File: src/rtl/mmio_pkg.sv
// Shared constants for the MMIO peripheral block: register offsets within the
// 0xFFFFxxxx window, control-bit positions and small byte-lane helpers.
package mmio_pkg;

  localparam logic [15:0] OFF_UART_TX   = 16'h0000;
  localparam logic [15:0] OFF_UART_STAT = 16'h0004;
  localparam logic [15:0] OFF_DISP      = 16'h0010;
  localparam logic [15:0] OFF_SWITCH    = 16'h0014;
  localparam logic [15:0] OFF_LED       = 16'h0020;
  localparam logic [15:0] OFF_T1_LOAD   = 16'h0030;
  localparam logic [15:0] OFF_T1_CTRL   = 16'h0034;
  localparam logic [15:0] OFF_T2_LOAD   = 16'h0038;
  localparam logic [15:0] OFF_T2_CTRL   = 16'h003C;
  localparam logic [15:0] OFF_PWM_PER   = 16'h0040;
  localparam logic [15:0] OFF_PWM_DUTY  = 16'h0044;
  localparam logic [15:0] OFF_PWM_CTRL  = 16'h0048;
  localparam logic [15:0] OFF_WDT_KICK  = 16'h0050;
  localparam logic [15:0] OFF_WDT_CTRL  = 16'h0054;
  localparam logic [15:0] OFF_KEY_CODE  = 16'hFC10;
  localparam logic [15:0] OFF_KEY_STAT  = 16'hFC14;

  localparam int CTRL_EN   = 0;
  localparam int CTRL_AR   = 1;
  localparam int CTRL_CLR  = 2;
  localparam int CTRL_PEND = 31;

  function automatic logic [31:0] be_merge32(input logic [31:0] old_v,
                                             input logic [31:0] new_v,
                                             input logic [3:0]  be_v);
    logic [31:0] r;
    r = old_v;
    for (int i = 0; i < 4; i++)
      if (be_v[i]) r[i*8 +: 8] = new_v[i*8 +: 8];
    return r;
  endfunction

  function automatic logic [15:0] be_merge16(input logic [15:0] old_v,
                                             input logic [15:0] new_v,
                                             input logic [1:0]  be_v);
    logic [15:0] r;
    r = old_v;
    if (be_v[0]) r[7:0]  = new_v[7:0];
    if (be_v[1]) r[15:8] = new_v[15:8];
    return r;
  endfunction

  // Keypad column lines are active low; the lowest pressed column wins.
  function automatic logic [1:0] low_zero_idx(input logic [3:0] c);
    logic [1:0] r;
    if (!c[0])      r = 2'd0;
    else if (!c[1]) r = 2'd1;
    else if (!c[2]) r = 2'd2;
    else            r = 2'd3;
    return r;
  endfunction

endpackage

File: src/rtl/mmio_keypad_scan.sv
// 4x4 matrix keypad scanner: rotates one active-low row, samples the columns on
// the last cycle of each row dwell and latches the key code with a valid flag.
module mmio_keypad_scan
  import mmio_pkg::*;
#(
  parameter int SCAN_DIV = 50000
) (
  input  logic       clk,
  input  logic       rst,
  input  logic [3:0] col,
  input  logic       clr,
  output logic [3:0] row,
  output logic [3:0] code,
  output logic       valid
);

  localparam int            DW         = $clog2(SCAN_DIV);
  localparam logic [DW-1:0] DIV_RELOAD = DW'(SCAN_DIV - 1);

  logic [DW-1:0] div_q, div_d;
  logic [1:0]    idx_q, idx_d;
  logic [3:0]    code_q, code_d;
  logic          valid_q, valid_d;
  logic          last_dwell, key_hit;

  always_comb begin
    last_dwell = (div_q == '0);
    key_hit    = last_dwell && (col != 4'hF);
    div_d      = last_dwell ? DIV_RELOAD : div_q - DW'(1);
    idx_d      = last_dwell ? idx_q + 2'd1 : idx_q;
    code_d     = key_hit ? {idx_q, low_zero_idx(col)} : code_q;
    // A fresh detection outranks a software clear in the same cycle.
    valid_d    = key_hit | (valid_q & ~clr);
  end

  always_ff @(posedge clk) begin
    if (rst) begin
      div_q   <= DIV_RELOAD;
      idx_q   <= 2'd0;
      code_q  <= 4'd0;
      valid_q <= 1'b0;
    end else begin
      div_q   <= div_d;
      idx_q   <= idx_d;
      code_q  <= code_d;
      valid_q <= valid_d;
    end
  end

  assign row   = ~(4'b0001 << idx_q);
  assign code  = code_q;
  assign valid = valid_q;

endmodule

File: src/rtl/mmio_if.sv
// Memory-mapped peripheral block at 0xFFFFxxxx: UART port, display, switches,
// LEDs, two timers, PWM, watchdog and keypad. Writes registered, reads combinational.
module mmio_if
  import mmio_pkg::*;
#(
  parameter int          SCAN_DIV    = 50000,
  parameter logic [31:0] WDT_DEFAULT = 32'd10_000_000
) (
  input  logic        clk,
  input  logic        rst,
  input  logic        we,
  input  logic [3:0]  be,
  input  logic [31:0] addr,
  input  logic [31:0] wdata,
  output logic [31:0] rdata,
  input  logic        uart_rx_ready,
  output logic        uart_tx_en,
  output logic [7:0]  uart_tx_data,
  output logic [31:0] disp_data,
  input  logic [31:0] switch_data,
  output logic [15:0] led_out,
  output logic        pwm_out,
  input  logic [3:0]  col,
  output logic [3:0]  row,
  output logic        sys_rst_req,
  output logic [1:0]  timer_int
);

  logic        hit, wr;
  logic [15:0] off;
  assign hit = (addr[31:16] == 16'hFFFF);
  assign off = addr[15:0];
  assign wr  = we && hit;

  logic [7:0]  tx_data_q, tx_data_d;
  logic        tx_en_q, tx_en_d;
  logic [31:0] disp_q, disp_d;
  logic [15:0] led_q, led_d;

  logic [31:0] tload_q [2];
  logic [31:0] tload_d [2];
  logic [31:0] tcnt_q  [2];
  logic [31:0] tcnt_d  [2];
  logic [1:0]  ten_q, ten_d, tar_q, tar_d, tpend_q, tpend_d, texp;
  logic [1:0]  wr_tload, wr_tctrl;
  assign wr_tload = {wr && off == OFF_T2_LOAD, wr && off == OFF_T1_LOAD};
  assign wr_tctrl = {wr && off == OFF_T2_CTRL && be[0], wr && off == OFF_T1_CTRL && be[0]};

  logic [15:0] pwm_per_q, pwm_per_d, pwm_duty_q, pwm_duty_d, pwm_cnt_q, pwm_cnt_d;
  logic        pwm_en_q, pwm_en_d, pwm_q, pwm_d;

  logic [31:0] wdt_cnt_q, wdt_cnt_d;
  logic        wdt_en_q, wdt_en_d, req_q, req_d, wdt_kick, wdt_ctrl_wr, wdt_reload;

  logic [3:0]  key_code;
  logic        key_valid, key_clr;

  always_comb begin
    tx_en_d   = wr && off == OFF_UART_TX && be[0];
    tx_data_d = tx_en_d ? wdata[7:0] : tx_data_q;
    disp_d    = (wr && off == OFF_DISP) ? be_merge32(disp_q, wdata, be) : disp_q;
    led_d     = (wr && off == OFF_LED) ? be_merge16(led_q, wdata[15:0], be[1:0]) : led_q;
    texp      = '0;
    for (int n = 0; n < 2; n++) begin
      tload_d[n] = tload_q[n];
      tcnt_d[n]  = tcnt_q[n];
      ten_d[n]   = ten_q[n];
      tar_d[n]   = tar_q[n];
      texp[n]    = ten_q[n] && (tcnt_q[n] == '0);
      if (texp[n]) begin
        if (tar_q[n]) tcnt_d[n] = tload_q[n];
        else          ten_d[n]  = 1'b0;
      end else if (ten_q[n]) begin
        tcnt_d[n] = tcnt_q[n] - 32'd1;
      end
      if (wr_tload[n]) begin
        tload_d[n] = be_merge32(tload_q[n], wdata, be);
        tcnt_d[n]  = be_merge32(tload_q[n], wdata, be);
      end
      if (wr_tctrl[n]) begin
        ten_d[n] = wdata[CTRL_EN];
        tar_d[n] = wdata[CTRL_AR];
      end
      tpend_d[n] = texp[n] | (tpend_q[n] & ~(wr_tctrl[n] & wdata[CTRL_CLR]));
    end
  end

  always_comb begin
    pwm_per_d  = (wr && off == OFF_PWM_PER) ? be_merge16(pwm_per_q, wdata[15:0], be[1:0]) : pwm_per_q;
    pwm_duty_d = (wr && off == OFF_PWM_DUTY) ? be_merge16(pwm_duty_q, wdata[15:0], be[1:0]) : pwm_duty_q;
    pwm_en_d   = (wr && off == OFF_PWM_CTRL && be[0]) ? wdata[CTRL_EN] : pwm_en_q;
    if (!pwm_en_q || pwm_per_q == '0 || pwm_cnt_q >= pwm_per_q - 16'd1) pwm_cnt_d = '0;
    else                                                                 pwm_cnt_d = pwm_cnt_q + 16'd1;
    pwm_d = pwm_en_q && (pwm_per_q != '0) && (pwm_cnt_q < pwm_duty_q);
  end

  always_comb begin
    wdt_kick    = wr && off == OFF_WDT_KICK;
    wdt_ctrl_wr = wr && off == OFF_WDT_CTRL && be[0];
    wdt_reload  = wdt_kick || (wdt_ctrl_wr && wdata[CTRL_EN]);
    wdt_en_d    = wdt_ctrl_wr ? wdata[CTRL_EN] : wdt_en_q;
    if (wdt_reload)                         wdt_cnt_d = WDT_DEFAULT;
    else if (wdt_en_q && wdt_cnt_q != '0)   wdt_cnt_d = wdt_cnt_q - 32'd1;
    else                                    wdt_cnt_d = wdt_cnt_q;
    // The pulse ends on its own: the request feeds back into rst.
    req_d = wdt_en_q && (wdt_cnt_q == '0) && !wdt_reload;
  end

  assign key_clr = wr && off == OFF_KEY_STAT && be[0] && wdata[0];

  mmio_keypad_scan #(.SCAN_DIV(SCAN_DIV)) u_keypad (
    .clk   (clk),
    .rst   (rst),
    .col   (col),
    .clr   (key_clr),
    .row   (row),
    .code  (key_code),
    .valid (key_valid)
  );

  always_ff @(posedge clk) begin
    if (rst) begin
      tx_data_q <= '0;  tx_en_q <= 1'b0;  disp_q <= '0;  led_q <= '0;
      for (int n = 0; n < 2; n++) begin
        tload_q[n] <= '0;
        tcnt_q[n]  <= '0;
      end
      ten_q <= '0;  tar_q <= '0;  tpend_q <= '0;
      pwm_per_q <= '0;  pwm_duty_q <= '0;  pwm_cnt_q <= '0;  pwm_en_q <= 1'b0;  pwm_q <= 1'b0;
      wdt_cnt_q <= '0;  wdt_en_q <= 1'b0;  req_q <= 1'b0;
    end else begin
      tx_data_q <= tx_data_d;  tx_en_q <= tx_en_d;  disp_q <= disp_d;  led_q <= led_d;
      for (int n = 0; n < 2; n++) begin
        tload_q[n] <= tload_d[n];
        tcnt_q[n]  <= tcnt_d[n];
      end
      ten_q <= ten_d;  tar_q <= tar_d;  tpend_q <= tpend_d;
      pwm_per_q <= pwm_per_d;  pwm_duty_q <= pwm_duty_d;  pwm_cnt_q <= pwm_cnt_d;
      pwm_en_q  <= pwm_en_d;   pwm_q <= pwm_d;
      wdt_cnt_q <= wdt_cnt_d;  wdt_en_q <= wdt_en_d;  req_q <= req_d;
    end
  end

  always_comb begin
    rdata = '0;
    if (hit) begin
      case (off)
        OFF_UART_TX:   rdata = {24'b0, tx_data_q};
        OFF_UART_STAT: rdata = {31'b0, uart_rx_ready};
        OFF_DISP:      rdata = disp_q;
        OFF_SWITCH:    rdata = switch_data;
        OFF_LED:       rdata = {16'b0, led_q};
        OFF_T1_LOAD:   rdata = tload_q[0];
        OFF_T1_CTRL:   rdata = {tpend_q[0], 29'b0, tar_q[0], ten_q[0]};
        OFF_T2_LOAD:   rdata = tload_q[1];
        OFF_T2_CTRL:   rdata = {tpend_q[1], 29'b0, tar_q[1], ten_q[1]};
        OFF_PWM_PER:   rdata = {16'b0, pwm_per_q};
        OFF_PWM_DUTY:  rdata = {16'b0, pwm_duty_q};
        OFF_PWM_CTRL:  rdata = {31'b0, pwm_en_q};
        OFF_WDT_CTRL:  rdata = {31'b0, wdt_en_q};
        OFF_KEY_CODE:  rdata = {28'b0, key_code};
        OFF_KEY_STAT:  rdata = {31'b0, key_valid};
        default:       rdata = '0;
      endcase
    end
  end

  assign uart_tx_en   = tx_en_q;
  assign uart_tx_data = tx_data_q;
  assign disp_data    = disp_q;
  assign led_out      = led_q;
  assign pwm_out      = pwm_q;
  assign sys_rst_req  = req_q;
  assign timer_int    = tpend_q;

endmodule

File: config.mk
export PLATFORM = sky130hd
export DESIGN_NAME = mmio_if
export DESIGN_NICKNAME = d
export VERILOG_FILES = /design/src/rtl/mmio_pkg.sv /design/src/rtl/mmio_keypad_scan.sv /design/src/rtl/mmio_if.sv
export SDC_FILE = /design/constraint.sdc
export NUM_CORES = 1
export LEC_CHECK = 0
export ABC_CLOCK_PERIOD_IN_PS = 4900
export CORE_AREA = 5 5 259 261
export DETAILED_ROUTE_END_ITERATION = 16
export DIE_AREA = 0 0 264 266
export PLACE_DENSITY_LB_ADDON = 0.3
export RECOVER_POWER = 100
export SLEW_MARGIN = 20
export SYNTH_ARGS = -nofsm -noshare
export SYNTH_HDL_FRONTEND = slang
export SYNTH_HIERARCHICAL = 1
export SYNTH_SLANG_ARGS = --single-unit
File: constraint.sdc
create_clock -name clk -period 4.9 [get_ports clk]
set_input_delay 0.98 -clock clk [delete_from_list [all_inputs] [get_ports clk]]
set_output_delay 0.98 -clock clk [all_outputs]
set_load 0.01 [all_outputs]
# Yosys cells after proc, flatten, opt, wreduce, memory -nomap -nowiden
# Memory sizes are Yosys's and may differ from the RTL's.
# Cells that the tools add are included.
[op_classes] eq_ne=19 n_lt_le_gt_ge=2 n_addsub=7 shifts=1 bitwise=16 n_reduce_logical=61 muxes=38
[op_table] cell="$mux W32" count=15
[op_table] cell="$pmux W32 S15" count=1
[op_table] cell="$logic_not A32 Y1" count=3
[op_table] cell="$sub A32 B1 Y32 const B" count=3
[op_table] cell="$eq A16 B6 Y1 const B" count=5
[op_table] cell="$eq A16 B7 Y1 const B" count=5
[op_table] cell="$mux W8" count=8
[op_table] cell="$eq A16 B16 Y1 const B" count=3
[op_table] cell="$logic_not A16 Y1" count=3
[op_table] cell="$mux W24" count=2
[op_table] cell="$eq A16 B5 Y1 const B" count=2
[op_table] cell="$reduce_bool A32 Y1" count=1
[op_table] cell="$sub A16 B1 Y16 const B" count=2
[op_table] cell="$logic_and A1 B1 Y1" count=30
[op_table] cell="$reduce_and A2 Y1" count=12
[op_table] cell="$add A16 B1 Y16 const B" count=1
[op_table] cell="$eq A16 B3 Y1 const B" count=1
[op_table] cell="$ge A16 B16 Y1" count=1
[op_table] cell="$lt A16 B16 Y1" count=1
[op_table] cell="$reduce_bool A16 Y1" count=1
[op_table] cell="$mux W1" count=10
[op_table] cell="$or A1 B1 Y1" count=7
[op_table] cell="$reduce_bool A2 Y1" count=3
[op_table] cell="$reduce_or A2 Y1" count=3
[op_table] cell="10 further kinds" count=21
[totals] output_inout_bits=97 in_bits=108 regBits=170 elab_cells=174 ram_bits=128 mem_count=2
[mem_list] memory="tcnt_q" depth=2 word_bits=32 rd=2 rd_clocked_by_memory_dff=0 write_ports=2 line_no="mmio_if.sv:42" source="logic [31:0] tcnt_q [2];"
[mem_list] memory="tload_q" depth=2 word_bits=32 rd=2 rd_clocked_by_memory_dff=0 write_ports=2 line_no="mmio_if.sv:40" source="logic [31:0] tload_q [2];"

# Depth between registers and ports, before layout
[logic_depth] word_depth=8 mapped_depth=15 depth_no_buf=13

# Modules after synthesis
# The synthesis kept the hierarchy.
[modules_own_cells] mod="mmio_if" seq_area_each_um2=5505.3 n_inst=1 cells_each=1881 area_per_inst_um2=14841.7
[modules_own_cells] mod="mmio_keypad_scan" seq_area_each_um2=460.4 n_inst=1 cells_each=120 area_per_inst_um2=1097.3

# Least setup slack after synthesis
# OpenSTA, ideal clock, no wires.
[synth_timing] path_kind="in2out" from="input addr[10]" to="output rdata[10]" setup_slack_ns=0.489 t_required_ns=3.920 arrival_ns=3.431 stages=9 path_cell_list="or4_1 -> clkbuf_1 -> or3_1 -> clkbuf_1 -> nor3_1 -> clkbuf_1 -> clkbuf_1 -> a22oi_1 -> a31oi_1"
[synth_via] elab_chain_cells=3 elab_cells_between_ends=17 classes_between="eq/ne: 14; mux: 2; reduce/logical: 1"
[synth_rtl] element="start, declared" line_no="mmio_if.sv:13" source="input logic [31:0] addr,"
[synth_rtl] element="$eq A16 B16 Y1 (tied with other cells)" line_no="mmio_if.sv:147" source="case (off)"
[synth_rtl] element="$pmux W32 S15 *" line_no="mmio_if.sv:147"
[synth_rtl] element="$mux W32 *" line_no="mmio_if.sv:146" source="if (hit) begin"
[synth_rtl] element="end, declared" line_no="mmio_if.sv:15" source="output logic [31:0] rdata,"
# Every way passes the cells marked *; elsewhere a longest branch is shown, timed or not.

# Final worst setup path
[layout_timing] from="input addr[10]" to="output rdata[7]"
# Same word-level chain as after synthesis.

==> flow_summary.json <==
{
  "crit_arrival_ns": 3.72,
  "yosys.area.top_type_share_pct": 37.4,
  "cts-hold-fix-buffers": 0,
  "hpwl_um": 45900,
  "powerDensity_nw_per_um2": 273,
  "async_reset_ff_share_pct": 0,
  "grt_start_max_net_pins": 86,
  "dr.pass1.iters": 9,
  "ys_warn_count": 6,
  "coreArea_um2": 64200,
  "place.gp.congestion": 0.899,
  "outcome": "finished with violations",
  "synth-edff-count": 0,
  "die_w_um": 264,
  "cp_slowest_stage_delay_ns": 0.59,
  "power_frac_comb_pct": 4.2,
  "ys_ff_latch": 298,
  "holdWs_ns": 0.444,
  "maxSlewHeadroom_pct": -30.2,
  "skew_ns": 0.0238,
  "clkSlewWorstSetupHoldPaths_ns": 0.05,
  "yosysMostFrequentCell": "dfxtp_1",
  "syn_nets": 2150,
  "synthCells": 2001,
  "power_mw": 5.57,
  "syn_area_um2": 15900,
  "path_max_fanout": 8,
  "via_count": 16274,
  "cp-end-kind": "primary output",
  "grt_overflow": 0,
  "seqCellArea_um2": 5970,
  "place_area_um2": 19300,
  "rsz0062_at_grt": "false",
  "synth_area_leaders": "dfxtp_1 (37%), nand2_1 (6.4%), a21oi_1 (5.4%), nor2_1 (5.3%), mux2i_1 (4.7%)",
  "switching_share_pct": 22.6,
  "p_leak_nw": 7.70,
  "dpl_worst_slack_ns": -0.252,
  "required_ns": 3.92,
  "multiInputGateArea_um2": 9260,
  "synth_top_cells_by_count": "dfxtp_1 (298), nand2_1 (271), nor2_1 (223)",
  "final.fill_count": 6736,
  "violations": "max-capacitance violations, max-slew violations",
  "vdd_ir_drop_max_mv": 0.221,
  "max_freq_mhz": 213,
  "grt_pass1_wl_um": 93800,
  "yosysTopAreaCell": "dfxtp_1",
  "numPortBuffers": 204,
  "initial_utilization_pct": 24.8,
  "die_y_um": 266,
  "synth_cell_type_count": 79,
  "fin_area_um2": 20400,
  "syn_to_final_growth_pct": 28.2,
  "cp_top_family": "simple AND/OR/NAND/NOR gates",
  "via_per_inst": 5.29,
  "clock-sinks": 298,
  "fp-row-count": 93,
  "drive_above_1_share_pct": 6.58,
  "critPathKind": "primary input to primary output",
  "synth.avg_cell_area_um2": 7.97,
  "grt_usage_pct": 16.6,
  "ys_seq_area_share_pct": 37.4,
  "fin_util_pct": 31.8,
  "switching_power_mw": 1.26,
  "drt_iter0_markers": 1488,
  "antenna_found_initial": 2,
  "slowest_stage": "or4_4",
  "path_cells": "clkdlybuf4s50_1 -> or4_4 -> or3_4 -> nor3_2 -> buf_6 -> a222oi_1 -> nand2_1 -> a21oi_1 -> a31oi_2 -> dlygate4sd2_1",
  "grt_pass1_vias": 15849,
  "critPathBufInv": 3,
  "hold_viol": 0,
  "internal_power_mw": 4.31,
  "num_io_pins": 205,
  "post-cts-setup-buffers": 0,
  "design.die.area_um2": 70200,
  "htreeDepth": 2,
  "worst_pin_slew_ns": 1.95,
  "pwr-share-seq_pct": 43.6,
  "drc": 0,
  "clock_latency_ns": 0.55,
  "clockRootBuffer": "clkbuf_16",
  "ant_nets": 0,
  "drv_slew": 237,
  "layout.nets": 2344,
  "cts_buffer_depth": 3,
  "setup_ws_ns": 0.195,
  "fin_crit_sh_pct": 96.0,
  "clock_power_share_pct": 52.2,
  "routed_wl_um": 61700,
  "setup_violations": 0,
  "hold_class": "flop to flop",
  "cts_buffers": 38,
  "drv_cap": 3,
  "cts_tree": "built",
  "period_minus_slack_ns": 4.70,
  "wire_per_inst_um": 20.0,
  "synthFlopType": "dfxtp_1",
  "setup.worst_path.start_class": "primary input"
}
state kept, by name, indices dropped and copies added (netlist names), 8 cells and up:
register        cells
tload_q            64
led_out            16
uart_tx_data        8
wdt_cnt_q          32
pwm_cnt_q          16
disp_data          32
pwm_per_q          16
tcnt_q             64
u_keypad/div_q     16
pwm_duty_q         16
layout make-up:
class / count / area share (%)
antenna: 1 / 0.0123
clock buffer: 51 / 5.19
clock inverter: 14 / 1.05
inverter: 52 / 0.956
multi-input combinational: 1522 / 45.3
sequential: 298 / 29.2
tap: 855 / 5.24
timing repair buffer: 283 / 13.0
final timing paths:
| check | start | to | slack [ns] | depth (start not counted) |
|---|---|---|---|---|
| setup / recovery | addr[10] | rdata[7] | 0.20 | 10 |
| hold / removal | u_keypad/div_q[0] | u_keypad/div_q[0] | 0.44 | 1 |
| setup reg to reg | tcnt_q[0][47] | tcnt_q[0][42] | 1.08 | 7 |
| hold reg to reg | u_keypad/div_q[0] | u_keypad/div_q[0] | 0.44 | 1 |
worst reg2reg max path: stages, from the launching register on:
cell      delay (ns)
dfxtp_1         0.43
or4_1           0.75
or4_4           0.64
or4_4           0.74
nand2b_1        0.40
o21ai_0         0.34
a21oi_1         0.15
a211oi_1        0.27
power groups by stage:
stage / Clock (mW) / Combinational (mW) / Sequential [mW]
after global routing: 3.06 / 0.245 / 2.43
after global placement: 0 / 0.231 / 2.48
after CTS: 2.97 / 0.235 / 2.43
after floorplan: 0 / 0.0768 / 2.48
after detailed placement: 0 / 0.232 / 2.48
final: 2.91 / 0.234 / 2.43
stage by stage:
step	cells	TNS (ns)
floorplan	2001	0
detailed placement	3010	-5.48
CTS	3075	0
global placement	3010	-4.83
finish	3076	0
global route	3076	0
per-layer routing:
| layer | vias to the layer above | global-route usage (%) | part of all wire, % |
|---|---|---|---|
| met5 | - | 0 | 0.021 |
| met4 | 2 | 6.08 | 3.8 |
| met3 | 148 | 2.93 | 6.6 |
| met2 | 618 | 28.3 | 48 |
| met1 | 7816 | 21.1 | 42 |
| li1 | 7690 | - | - |
what timing repair did:
item | 4_1_cts | 5_1_grt
hold endpoints to repair | 0 | 0
pin swaps | 0 | 0
gates cloned | 0 | 0
gates resized for setup | 30 | 10
endpoints found under the setup margin | 32 | 8
cells by family after synthesis:
family	share of synthesized area (%)
fa+ha+maj	3.22
buf+inv	4.52
compound gates	20.5
flops	37.4
mux	4.85
simple gates	24.4
xor+xnor	5.11
cells in the final DEF (no fill, tap or decap), drive strengths merged, types with 29 or more instances in the layout:
master,synthesis,routed
dfxtp,298,298
nor2,223,223
nand4,29,29
xnor2,52,52
clkdlybuf4s50,0,103
nor4,41,41
dlygate4sd3,0,68
buf,21,58
inv,52,54
a211oi,45,45
mux2i,75,75
a21oi,174,174
nand3,61,61
a222oi,43,43
clkbuf,108,80
o21ai,85,85
or4,29,29
nor3,53,53
xor2,41,41
ha,41,41
nand2,271,271
Power figures use the tool's default switching activity.
